--- src/rtl/mfp_input_conditioner.sv ---
// mfp_input_conditioner
//   Synchronises, debounces and edge-detects the asynchronous DE2-115 board
//   inputs (SW[17:0] on bits [17:0], KEY[3:0] on bits [21:18]) ahead of
//   mipsfpga_sys.
//
//   Parameters
//     WIDTH        number of conditioned inputs
//     TICK_DIV     clock cycles per sample tick (>= 2)
//     STABLE_TICKS consecutive mismatching ticks before db_out moves (>= 1)
//     INIT         reset value of synchronisers and db_out
//
//   Ports
//     SI_ClkIn    clock, rising edge
//     SI_Reset_N  asynchronous active-low reset
//     raw_in      asynchronous board inputs
//     db_out      debounced level (registered)
//     rise_pulse  one-cycle pulse aligned with a db_out 0->1 update
//     fall_pulse  one-cycle pulse aligned with a db_out 1->0 update
//     any_change  OR of all pulses, registered alongside them

package mfp_input_conditioner_pkg;
  // Registered per-lane response
  typedef struct packed {
    logic db;
    logic rise;
    logic fall;
  } lane_rsp_t;
endpackage

// mfp_ic_lane
//   One conditioned input: 2-flop synchroniser, qualification counter and
//   edge pulse generation.
//   Ports: clk/rst_n, shared tick, raw bit in, registered rsp, and fire
//   (combinational: db updates on this edge) for the shared any_change flop.
module mfp_ic_lane
  import mfp_input_conditioner_pkg::*;
#(
  parameter int   STABLE_TICKS = 10,
  parameter logic INIT_VAL     = 1'b0
) (
  input  logic      clk,
  input  logic      rst_n,
  input  logic      tick,
  input  logic      raw,
  output lane_rsp_t rsp,
  output logic      fire
);
  localparam int CW = $clog2(STABLE_TICKS + 1);

  logic          s1, s2, db, rise, fall;
  logic [CW-1:0] cnt;
  logic          mismatch;

  assign mismatch = s2 ^ db;
  // Last qualifying tick: db takes s2 on this edge.
  assign fire     = mismatch & tick & (cnt == CW'(STABLE_TICKS - 1));

  always_ff @(posedge clk or negedge rst_n) begin
    if (!rst_n) begin
      s1   <= INIT_VAL;
      s2   <= INIT_VAL;
      db   <= INIT_VAL;
      rise <= 1'b0;
      fall <= 1'b0;
      cnt  <= '0;
    end else begin
      s1   <= raw;
      s2   <= s1;
      rise <= 1'b0;
      fall <= 1'b0;
      // Any cycle back at the current level restarts qualification, even
      // between ticks, so short bounces never accumulate.
      if (!mismatch) begin
        cnt <= '0;
      end else if (tick) begin
        if (fire) begin
          db   <= s2;
          cnt  <= '0;
          rise <= s2;
          fall <= ~s2;
        end else begin
          cnt <= cnt + 1'b1;
        end
      end
    end
  end

  assign rsp.db   = db;
  assign rsp.rise = rise;
  assign rsp.fall = fall;
endmodule

module mfp_input_conditioner
  import mfp_input_conditioner_pkg::*;
#(
  parameter int               WIDTH        = 22,
  parameter int               TICK_DIV     = 50000,
  parameter int               STABLE_TICKS = 10,
  parameter logic [WIDTH-1:0] INIT         = {4'hF, 18'h0}
) (
  input  logic             SI_ClkIn,
  input  logic             SI_Reset_N,
  input  logic [WIDTH-1:0] raw_in,
  output logic [WIDTH-1:0] db_out,
  output logic [WIDTH-1:0] rise_pulse,
  output logic [WIDTH-1:0] fall_pulse,
  output logic             any_change
);
  localparam int TW = $clog2(TICK_DIV);

  logic [TW-1:0]    tcnt;
  logic             tick;
  lane_rsp_t [WIDTH-1:0] rsp;
  logic [WIDTH-1:0] fire;

  // Shared sample tick, one cycle in every TICK_DIV.
  assign tick = (tcnt == TW'(TICK_DIV - 1));

  always_ff @(posedge SI_ClkIn or negedge SI_Reset_N) begin
    if (!SI_Reset_N) tcnt <= '0;
    else             tcnt <= tick ? '0 : tcnt + 1'b1;
  end

  for (genvar g = 0; g < WIDTH; g++) begin : g_lane
    mfp_ic_lane #(
      .STABLE_TICKS (STABLE_TICKS),
      .INIT_VAL     (INIT[g])
    ) u_lane (
      .clk   (SI_ClkIn),
      .rst_n (SI_Reset_N),
      .tick  (tick),
      .raw   (raw_in[g]),
      .rsp   (rsp[g]),
      .fire  (fire[g])
    );
    assign db_out[g]     = rsp[g].db;
    assign rise_pulse[g] = rsp[g].rise;
    assign fall_pulse[g] = rsp[g].fall;
  end

  // Registered from the lanes' update strobes so it lands with the pulses.
  always_ff @(posedge SI_ClkIn or negedge SI_Reset_N) begin
    if (!SI_Reset_N) any_change <= 1'b0;
    else             any_change <= |fire;
  end
endmodule
--- config.mk ---
export PLATFORM = sky130hd
export DESIGN_NAME = mfp_input_conditioner
export DESIGN_NICKNAME = d
export VERILOG_FILES = /design/src/rtl/mfp_input_conditioner.sv
export SDC_FILE = /design/constraint.sdc
export NUM_CORES = 1
export LEC_CHECK = 0
export ABC_AREA = 1
export CORE_UTILIZATION = 35
export DETAILED_ROUTE_END_ITERATION = 12
export PLACE_DENSITY = 0.55
export SYNTH_ARGS = -nofsm -noshare
export SYNTH_HDL_FRONTEND = slang
export SYNTH_SLANG_ARGS = --single-unit
--- constraint.sdc ---
create_clock -name SI_ClkIn -period 2.1 [get_ports SI_ClkIn]
set_clock_uncertainty 0.15 [all_clocks]
set_input_delay 0.315 -clock SI_ClkIn [delete_from_list [all_inputs] [get_ports SI_ClkIn]]
set_output_delay 0.315 -clock SI_ClkIn [all_outputs]
set_load 0.03 [all_outputs]
; ---- Yosys cells after proc, flatten, opt, wreduce, memory -nomap -nowiden
; Index checks and enable logic that the tools add are counted.
[word_totals]
regBits = 215
inputBits = 24
output_inout_bits = 67
[classes]
addsub = 23
bitwise = 88
n_eq_ne = 45
n_mux = 199
reduce_logical = 23
[ops]
columns = op, count
row1 = $mux W4, 66
row2 = $mux W1, 132
row3 = $add A4 B1 Y4 const B, 22
row4 = $eq A4 B4 Y1 const B, 22
row5 = $reduce_and A3 Y1, 22
row6 = $and A1 B1 Y1, 44
row7 = $ne A2 B2 Y1 const B, 21
row8 = $not A1 Y1, 22
row9 = $reduce_or A22 Y1, 1
row10 = $xor A1 B1 Y1, 22
row11 = $add A16 B1 Y16 const B, 1
row12 = $eq A16 B16 Y1 const B, 1
row13 = $mux W16, 1
row14 = $ne A2 B1 Y1 const B, 1

; ---- Depth between registers and ports, before layout
; Gate-level depths: netlist of the first run.
[depth]
depth_word = 6
depth_mapped = 11

; ---- By module
; A second synthesis of the first run with hierarchy kept.
[unflattened]
hier_cells = 1348
area_unflattened_um2 = 11310.8
[modules_own_cells]
columns = mod, cells_per_inst, n_inst, area_each_um2
row1 = mfp_ic_lane (g_lane[0].u_lane ...), 55, 18, 467.9
row2 = mfp_ic_lane (g_lane[18].u_lane ...), 55, 4, 471.7
row3 = mfp_input_conditioner, 138, 1, 1001.0

; ---- Worst setup path before layout of the first run
; OpenSTA, ideal clock, no wires.
[synth_path]
path_kind = register to register
start = register tcnt[0]
end = register g_lane[8].u_lane.cnt[2]
setup_ps = 122
t_required_ps = 1828
arrival_time_ps = 1444
setup_slack_ps = 384
path_stages_with_launch = 10
cell_sequence = dfrtp_1 > ha_1 > nand3_2 > nor2_4 > nand2_4 > inv_6 > buf_2 > nor2_1 > nand2_1 > o21ai_2
[synth_between]
elab_chain_len = 6
word_cells_on_any_way = 7
classes_between = 2 x eq/ne / 3 x mux / 2 x bitwise
[synth_rtl]
columns = element, line_no
row1 = from (decl), 111  ; logic [TW-1:0] tcnt;
row2 = from (signal assigned), 121  ; else tcnt <= tick ? '0 : tcnt + 1'b1;
row3 = $eq A16 B16 Y1 (*), 117  ; assign tick = (tcnt == TW'(TICK_DIV - 1));
row4 = $and A1 B1 Y1 (2 in a row), 56  ; assign fire = mismatch & tick & (cnt == CW'(STABLE_TICKS - 1));
row5 = $mux W4, 76  ; if (fire) begin
row6 = $mux W4, 75  ; end else if (tick) begin
row7 = $mux W4, 73  ; if (!mismatch) begin
row8 = to (signal assigned), 82  ; cnt <= cnt + 1'b1;
row9 = to (decl), 51  ; logic [CW-1:0] cnt;
; Every way passes the cells marked *; elsewhere a longest branch is shown, timed or not. The select of a mux whose other input is x is not followed.
; A chain may end at the register's enable or synchronous reset.

; ---- Worst setup path in the final report of the first run
[layout_path]
start = register g_lane[2].u_lane.db
end = output port db_out[2]
[layout_rtl]
columns = element, line_no
row1 = from (decl), 50  ; logic s1, s2, db, rise, fall;
row2 = from (signal assigned), 62  ; db <= INIT_VAL;
row3 = from (signal assigned), 77  ; db <= s2;
row4 = to (decl), 104  ; output logic [WIDTH-1:0] db_out,
; No word-level cell between the ends.

==> impl_metrics.env, run 1 <==
export IMPL_cts_sinks=215
export IMPL_ys_seq_elements=215
export IMPL_cts_tree="done"
export IMPL_grt_max_degree=71
export IMPL_worstPathMaxFanout=3
export IMPL_netlist_top_cells_area="dfrtp_1 52%, ha_1 5.7%, buf_4 5.2%"
export IMPL_overflow=0
export IMPL_synth_xor_area_frac=0.0596
export IMPL_period_needed_ns=2.05
export IMPL_ys_async_sr_fraction=1.00
export IMPL_cts_clk_slew_worst_paths_ns=0.06
export IMPL_end_kind="output port"
export IMPL_clk_latency_ns=0.52
export IMPL_synthMuxAreaShare=0
export IMPL_rsz0062_at_grt="no"
export IMPL_cts_path_max_buffers=3
export IMPL_syn_num_nets=1043
export IMPL_fmax_ghz=0.488
export IMPL_rows=61
export IMPL_cp_slowest_cell="clkdlybuf4s50_1"
export IMPL_num_io_pins=91
export IMPL_cp_top_family="buffers and inverters"
export IMPL_final_nets=1110
export IMPL_synth_edff_count=0
export IMPL_grt_pass1_wl_um=29800
export IMPL_h_tree_depth=1
export IMPL_portBuffers=90
export IMPL_wire_per_inst_um=12.2
export IMPL_dp_hpwl_um=12300
export IMPL_worstPathArrival_ns=1.58
export IMPL_area_delta_synth_final_pct=19.5
export IMPL_synth_cell_area_mm2=0.00984
export IMPL_drv_slew=0
export IMPL_initial_core_util=0.355
export IMPL_setup_viol=0
export IMPL_hold_path_class="primary input to flop"
export IMPL_coreArea_mm2=0.0277
export IMPL_required_ns=1.63
export IMPL_die_w_um=170
export IMPL_drv_cap=0
export IMPL_tightest_slew_ns=0.598
export IMPL_path_class="flop to output port"
export IMPL_synth_warnings=0
export IMPL_grt_usage=0.127
export IMPL_grt_pass1_vias=6064
export IMPL_ant_nets=0
export IMPL_num_vias=6178
export IMPL_cp_slowest_stage_delay_ns=0.68
export IMPL_peakVddDrop_mv=0.503
export IMPL_synth_fa_ha_area_frac=0.0572
export IMPL_drive_gt1_frac=0.101
export IMPL_avgSynthCellArea_um2=10.1
export IMPL_final_setup_tns_ns=0
export IMPL_fin_util=0.424
export IMPL_vias_per_cell=4.30
export IMPL_yosysTopAreaCellShare=0.516
export IMPL_relSlewSlack=0.601
export IMPL_post_cts_buffers=0
export IMPL_cts_made_buffers=24
export IMPL_die_height_um=170
export IMPL_synth_most_common_cell="dfrtp_1"
export IMPL_syn_inst=974
export IMPL_synthSimpleGateAreaFrac=0.164
export IMPL_drtIter0Drc=294
export IMPL_hold_violations=0
export IMPL_status="complete, no violations"
export IMPL_period_share=0.975
export IMPL_p_leak_uw=0.00585
export IMPL_worstSetupStartpointType="flop"
export IMPL_synth_flop_cell="dfrtp_1"
export IMPL_routed_wl_um=17500
export IMPL_gp_congestion=0.761
export IMPL_drc=0
export IMPL_synth_top_family_by_area="simple AND/OR/NAND/NOR gates"
export IMPL_power_density_mw_per_mm2=746
export IMPL_yosysTopAreaCell="dfrtp_1"
export IMPL_grt_antenna_before_repair=0
export IMPL_critPathBufInv=1
export IMPL_root_buffer="clkbuf_16"
export IMPL_drtPass1Iterations=4
export IMPL_path_cells="clkdlybuf4s50_1"
export IMPL_seq_area_frac_synth=0.548
export IMPL_antenna_cells=0
export IMPL_synth_cell_types=36
export IMPL_synth_compound_area_frac=0.0685
export IMPL_ys_top_cells_by_count="203 x dfrtp_1, 136 x nand2_1, 116 x inv_1, 105 x nor2_1, 69 x o21ai_1"
export IMPL_die_area_mm2=0.0288
stage by stage:
| step | worst slack, ns | area (um^2) | power, uW | hold WS [ns] | cells |
|---|---|---|---|---|---|
| final | 0.0518 | 11800 | 8770 | 0.0466 | 1437 |
| after global routing | 0.000717 | 11800 | 9120 | 0.0343 | 1437 |
| after floorplan | 0.384 | 9840 | 4360 | -0.131 | 974 |
| after CTS | 0.00648 | 11700 | 8910 | 0.0206 | 1437 |
| after global placement | 0.164 | 10900 | 4540 | 0.183 | 1392 |
| after detailed placement | 0.0845 | 10900 | 4530 | 0.185 | 1392 |
placed cells by master, fill, tap and decap left out, types with 3 or more instances in the layout:
cell type | netlist | final
dfrtp_1 | 203 | 203
nand2_1 | 136 | 136
inv_1 | 116 | 116
nor2_1 | 105 | 104
clkdlybuf4s50_1 | 0 | 71
o21ai_1 | 69 | 69
xor2_1 | 48 | 48
ha_1 | 45 | 45
a21oi_1 | 34 | 34
nand3_1 | 29 | 29
clkbuf_16 | 0 | 24
xnor2_1 | 19 | 19
nand4_1 | 16 | 16
buf_4 | 68 | 16
dfstp_2 | 12 | 12
nand3b_4 | 10 | 10
o21ai_0 | 9 | 9
clkbuf_8 | 0 | 9
dlygate4sd2_1 | 0 | 9
dlymetal6s2s_1 | 0 | 9
nor3_1 | 7 | 7
o22ai_1 | 6 | 6
clkbuf_1 | 0 | 6
nand3_2 | 5 | 5
nor2_2 | 4 | 5
nand3b_1 | 5 | 5
nand3b_2 | 5 | 5
buf_12 | 0 | 5
o21ai_2 | 3 | 3
flip-flops by register name (all words and copies together) (netlist names):
name                count
g_lane.u_lane.s2       22
g_lane.u_lane.cnt      88
g_lane.u_lane.rise     22
g_lane.u_lane.fall     22
any_change              1
tcnt                   16
g_lane.u_lane.db       22
g_lane.u_lane.s1       22
routing by layer:
| layer | wire length, um | vias to the layer above | track usage |
|---|---|---|---|
| met5 | 0 | - | 0 |
| met4 | 334 | 0 | 0.0325 |
| met3 | 761 | 24 | 0.0268 |
| met2 | 7760 | 92 | 0.196 |
| met1 | 8610 | 2882 | 0.180 |
| li1 | - | 3180 | - |
cell families after synthesis:
group | Yosys count
flip-flops | 215
XOR/XNOR | 67
AND/OR/NAND/NOR | 328
AO/OA/AOI/OAI | 128
buffers and inverters | 191
adder cells (fa/ha/maj) | 45
worst paths after layout:
check,startpoint,to,slack [ns],cells past startpoint
min in group asynchronous,SI_Reset_N,g_lane[10].u_lane.cnt[0]$_DFFE_PN0P_,0.22,2
min,raw_in[20],g_lane[20].u_lane.s1$_DFF_PN1_,0.05,1
max,g_lane[2].u_lane.db$_DFFE_PN0P_,db_out[2],0.05,1
max reg2reg,tcnt[0]$_DFF_PN0_,any_change$_DFF_PN0_,0.15,10
max in group asynchronous,SI_Reset_N,g_lane[20].u_lane.s1$_DFF_PN1_,0.92,3
min reg2reg,g_lane[12].u_lane.s1$_DFF_PN0_,g_lane[12].u_lane.s2$_DFF_PN0_,0.19,0
where the power goes:
part	switching (uW)	internal [uW]
Clock	1650	2670
Sequential	27.5	4190
Combinational	150	82.4
area by class of cell:
type / instances / area, um^2
Fill cell: 2601 / 16000
Multi-Input combinational cell: 568 / 3440
Timing Repair Buffer: 114 / 1170
Sequential cell: 215 / 5400
Clock inverter: 5 / 86.3
Inverter: 118 / 448
Clock buffer: 39 / 747
Tap cell: 378 / 473
repair_timing:
item                                    in CTS  in global routing
endpoints found under the setup margin       9                 36
hold buffers                                 1                  0
endpoints found under the hold margin       59                  0
resized for setup                            9                 12
pin swaps                                    0                  2
(Power assumes the default switching activity.)
==> inputs of run 2 (changes only) <==
--- a/config.mk
+++ b/config.mk
@@ -9,6 +9,7 @@
 export CORE_UTILIZATION = 35
 export DETAILED_ROUTE_END_ITERATION = 12
 export PLACE_DENSITY = 0.55
+export SKIP_CTS_REPAIR_TIMING = 1
 export SYNTH_ARGS = -nofsm -noshare
 export SYNTH_HDL_FRONTEND = slang
 export SYNTH_SLANG_ARGS = --single-unit
==> impl_metrics.env, run 2 (same netlist as run 1, synthesis figures left out) <==
export IMPL_drv_cap=0
export IMPL_worstPathArrival_ns=1.58
export IMPL_rows=61
export IMPL_root_buffer="clkbuf_16"
export IMPL_clk_latency_ns=0.52
export IMPL_drive_gt1_frac=0.101
export IMPL_cts_tree="done"
export IMPL_cp_startpoint="g_lane[2].u_lane.db$_DFFE_PN0P_"
export IMPL_drtIter0Drc=299
export IMPL_wire_per_inst_um=12.1
export IMPL_dp_hpwl_um=12300
export IMPL_peakVddDrop_mv=0.504
export IMPL_nFillCells=2592
export IMPL_worstPathMaxFanout=3
export IMPL_ant_nets=0
export IMPL_hold_path_class="primary input to flop"
export IMPL_cp_top_family="buffers and inverters"
export IMPL_tightest_slew_ns=0.597
export IMPL_cts_clk_slew_worst_paths_ns=0.06
export IMPL_die_height_um=170
export IMPL_rsz0062_at_grt="no"
export IMPL_drc=0
export IMPL_cp_slowest_stage_delay_ns=0.68
export IMPL_grt_pass1_vias=6059
export IMPL_fin_area_mm2=0.0118
export IMPL_area_delta_synth_final_pct=19.8
export IMPL_grt_pass1_wl_um=29800
export IMPL_num_vias=6163
export IMPL_die_w_um=170
export IMPL_path_class="flop to output port"
export IMPL_period_needed_ns=2.05
export IMPL_coreArea_mm2=0.0277
export IMPL_grt_antenna_before_repair=0
export IMPL_path_cells="clkdlybuf4s50_1"
export IMPL_power_density_mw_per_mm2=745
export IMPL_p_leak_uw=0.00598
export IMPL_cp_slowest_cell="clkdlybuf4s50_1"
export IMPL_routed_wl_um=17400
export IMPL_period_share=0.976
export IMPL_status="complete, no violations"
export IMPL_antenna_cells=0
export IMPL_worst_slack_ns=0.0510
export IMPL_fin_util=0.426
export IMPL_vias_per_cell=4.29
export IMPL_worstSetupStartpointType="flop"
export IMPL_final_common_cell="dfrtp_1"
export IMPL_cts_sinks=215
export IMPL_setup_viol=0
export IMPL_relSlewSlack=0.602
export IMPL_regMostFlops="g_lane.u_lane.cnt"
export IMPL_place_area_mm2=0.0109
export IMPL_initial_core_util=0.355
export IMPL_final_nets=1110
export IMPL_cts_made_buffers=24
export IMPL_drv_slew=0
export IMPL_required_ns=1.63
export IMPL_largest_reg_flops=88
export IMPL_grt_max_degree=71
export IMPL_fmax_ghz=0.488
export IMPL_cts_path_max_buffers=3
export IMPL_min_from="raw_in[20]"
export IMPL_die_area_mm2=0.0288
export IMPL_rr_startpoint="tcnt[0]$_DFF_PN0_"
export IMPL_portBuffers=90
export IMPL_end_kind="output port"
export IMPL_critPathBufInv=1
export IMPL_grt_usage=0.127
export IMPL_gp_congestion=0.761
export IMPL_num_io_pins=91
export IMPL_hold_ws_ns=0.0458
export IMPL_h_tree_depth=1
export IMPL_drtPass1Iterations=4
export IMPL_hold_violations=0
export IMPL_overflow=0
export IMPL_post_place_ws_ns=0.0845
export IMPL_final_cell_mix="203 x dfrtp_1, 136 x nand2_1, 116 x inv_1, 104 x nor2_1, 71 x clkdlybuf4s50_1"
export IMPL_p_total_uw=8780
## run 2: path summary, 6_finish.rpt
check                                                        to  slack [ns]  depth (start not counted)
hold / removal                   g_lane[20].u_lane.s1$_DFF_PN1_        0.05                          1
min in group asynchronous  g_lane[10].u_lane.cnt[0]$_DFFE_PN0P_        0.22                          2
setup / recovery                                      db_out[2]        0.05                          1
hold reg to reg                  g_lane[12].u_lane.s2$_DFF_PN0_        0.19                          0
max in group asynchronous        g_lane[20].u_lane.s1$_DFF_PN1_        0.92                          3
setup reg to reg                           any_change$_DFF_PN0_        0.15                         10
## run 2: layer usage
| metal | up-vias | part of all wire | global-route usage |
|---|---|---|---|
| met3 | 24 | 0.044 | 0.0268 |
| met4 | 0 | 0.019 | 0.0325 |
| met2 | 85 | 0.45 | 0.196 |
| met5 | - | 0 | 0 |
| li1 | 3181 | - | - |
| met1 | 2873 | 0.49 | 0.180 |
## run 2: final cells by class
cell class	count	area (um^2)	area share
flip-flops and latches	215	5400	0.458
multi-input cells	568	3440	0.291
repair buffers	114	1200	0.102
clock buffers	39	747	0.0634
well taps	378	473	0.0401
inverters	118	448	0.0380
clock inverters	5	86.3	0.00732
## run 2: metrics by stage
step | setup TNS (ns) | instances
after global placement | 0 | 1392
after global routing | 0 | 1437
final | 0 | 1437
after CTS | -0.722 | 1436
after floorplan | 0 | 974
after detailed placement | 0 | 1392
## run 2: where the power goes
group          internal, uW  leakage (uW)  switching, uW
clock network          2670      0.000411           1660
logic                  82.4       0.00270            149
registers              4190       0.00286           27.5
total                  6950       0.00598           1830
==> inputs of run 3 (changes only) <==
--- a/config.mk
+++ b/config.mk
@@ -6,6 +6,7 @@
 export NUM_CORES = 1
 export LEC_CHECK = 0
 export ABC_AREA = 1
+export CORE_MARGIN = 3
 export CORE_UTILIZATION = 35
 export DETAILED_ROUTE_END_ITERATION = 12
 export PLACE_DENSITY = 0.55
==> impl_metrics.env, run 3 (same netlist as run 1, synthesis figures left out) <==
export IMPL_drv_cap=0
export IMPL_power_density_mw_per_mm2=722
export IMPL_die_height_um=174
export IMPL_num_vias=6226
export IMPL_nFillCells=2625
export IMPL_die_w_um=174
export IMPL_period_needed_ns=2.04
export IMPL_cp_slowest_stage_delay_ns=0.69
export IMPL_reg2reg_to="g_lane[5].u_lane.cnt[2]$_DFFE_PN0P_"
export IMPL_status="complete, no violations"
export IMPL_drc=0
export IMPL_post_place_ws_ns=0.0937
export IMPL_initial_core_util=0.360
export IMPL_final_nets=1115
export IMPL_largest_reg_flops=88
export IMPL_grt_pass1_wl_um=30500
export IMPL_setup_viol=0
export IMPL_cts_sinks=215
export IMPL_cp_slowest_cell="clkdlybuf4s50_1"
export IMPL_rsz0062_at_grt="no"
export IMPL_antenna_cells=0
export IMPL_gp_congestion=0.757
export IMPL_min_from="raw_in[20]"
export IMPL_worstPathMaxFanout=3
export IMPL_hold_path_class="primary input to flop"
export IMPL_critPathBufInv=1
export IMPL_hold_violations=0
export IMPL_worst_slack_ns=0.0640
export IMPL_relSlewSlack=0.694
export IMPL_die_area_mm2=0.0302
export IMPL_vias_per_cell=4.34
export IMPL_fin_area_mm2=0.0117
export IMPL_cts_clk_slew_worst_paths_ns=0.06
export IMPL_grt_pass1_vias=6211
export IMPL_required_ns=1.63
export IMPL_grt_usage=0.119
export IMPL_cts_path_max_buffers=3
export IMPL_rr_startpoint="tcnt[0]$_DFF_PN0_"
export IMPL_period_share=0.970
export IMPL_root_buffer="clkbuf_16"
export IMPL_tightest_slew_ns=0.457
export IMPL_cp_startpoint="g_lane[12].u_lane.db$_DFFE_PN0P_"
export IMPL_r2r_slack_ns=0.17
export IMPL_cts_made_buffers=24
export IMPL_worstPathArrival_ns=1.57
export IMPL_wire_per_inst_um=12.3
export IMPL_clk_latency_ns=0.52
export IMPL_portBuffers=90
export IMPL_final_cell_mix="203 x dfrtp_1, 136 x nand2_1, 116 x inv_1, 104 x nor2_1, 69 x o21ai_1"
export IMPL_r2r_cells=8
export IMPL_end_kind="output port"
export IMPL_endpoint="db_out[12]"
export IMPL_final_setup_tns_ns=0
export IMPL_drive_gt1_frac=0.102
export IMPL_drtPass1Iterations=5
export IMPL_h_tree_depth=1
export IMPL_regMostFlops="g_lane.u_lane.cnt"
export IMPL_final_common_cell="dfrtp_1"
export IMPL_grt_max_degree=50
export IMPL_dp_hpwl_um=12200
export IMPL_p_leak_uw=0.00602
export IMPL_path_class="flop to output port"
export IMPL_ant_nets=0
export IMPL_cp_depth=1
export IMPL_num_io_pins=91
export IMPL_rows=60
export IMPL_peakVddDrop_mv=0.505
export IMPL_coreArea_mm2=0.0273
export IMPL_cp_top_family="buffers and inverters"
export IMPL_routed_wl_um=17600
export IMPL_worstSetupStartpointType="flop"
export IMPL_place_area_mm2=0.0109
export IMPL_area_delta_synth_final_pct=19.4
export IMPL_cts_tree="done"
export IMPL_drtIter0Drc=282
export IMPL_grt_antenna_before_repair=0
export IMPL_overflow=0
export IMPL_drv_slew=0
export IMPL_fmax_ghz=0.491
export IMPL_path_cells="clkdlybuf4s50_1"
## run 3: cell types whose count changed in the layout (fill, tap and decap cells not counted), sizes merged
cell	change
buf	+5
bufinv	-2
clkbuf	+3
clkdlybuf4s50	-3
clkinv	-1
dlymetal6s2s	+3
## run 3: metal layers
layer / up-vias / routed length [um] / track usage
met1: 2918 / 8580 / 0.165
met4: 0 / 353 / 0.0285
met2: 83 / 7910 / 0.193
li1: 3196 / - / -
met3: 29 / 776 / 0.0247
met5: - / 0 / 0
## run 3: final cells by class
| class | count | area (um^2) | share of cell area |
|---|---|---|---|
| clock buffers | 42 | 758 | 0.0646 |
| multi-input cells | 568 | 3440 | 0.293 |
| well taps | 372 | 465 | 0.0396 |
| clock inverters | 2 | 21.3 | 0.00181 |
| repair buffers | 119 | 1220 | 0.104 |
| inverters | 118 | 450 | 0.0383 |
| flip-flops and latches | 215 | 5400 | 0.459 |
## run 3: worst register-to-register path: cells and delay by family, from the launching register on
kind	cells	cell delay (ns)
simple gates	4	0.71
flops	1	0.37
compound gates	2	0.25
fa+ha+maj	1	0.20
buf+inv	1	0.16
## run 3: through the flow
stage / hold WS [ns] / total power (uW) / cells / utilization
floorplan: -0.131 / 4360 / 974 / -
global placement: 0.105 / 4530 / 1390 / 0.398
detailed placement: 0.105 / 4530 / 1390 / 0.398
CTS: -0.442 / 8670 / 1434 / 0.427
global route: 0.0299 / 8850 / 1436 / 0.430
finish: 0.0508 / 8480 / 1436 / 0.430
## run 3: how the worst min path moves through the flow
stage	to	slack, ns	cells after the start
after global placement	g_lane[0].u_lane.cnt[2]$_DFFE_PN0P_	0.10	1
after CTS	g_lane[0].u_lane.cnt[1]$_DFFE_PN0P_	-0.44	1
after detailed placement	g_lane[0].u_lane.cnt[2]$_DFFE_PN0P_	0.10	1
after global routing	g_lane[20].u_lane.s1$_DFF_PN1_	0.03	1
after floorplan	any_change$_DFF_PN0_	-0.13	0
final	g_lane[20].u_lane.s1$_DFF_PN1_	0.05	1
## run 3: report_power, final
part           internal [uW]  leakage (uW)  switching (uW)
Clock                   2430      0.000382            1600
Combinational           78.8       0.00277             147
Sequential              4190       0.00286            27.5
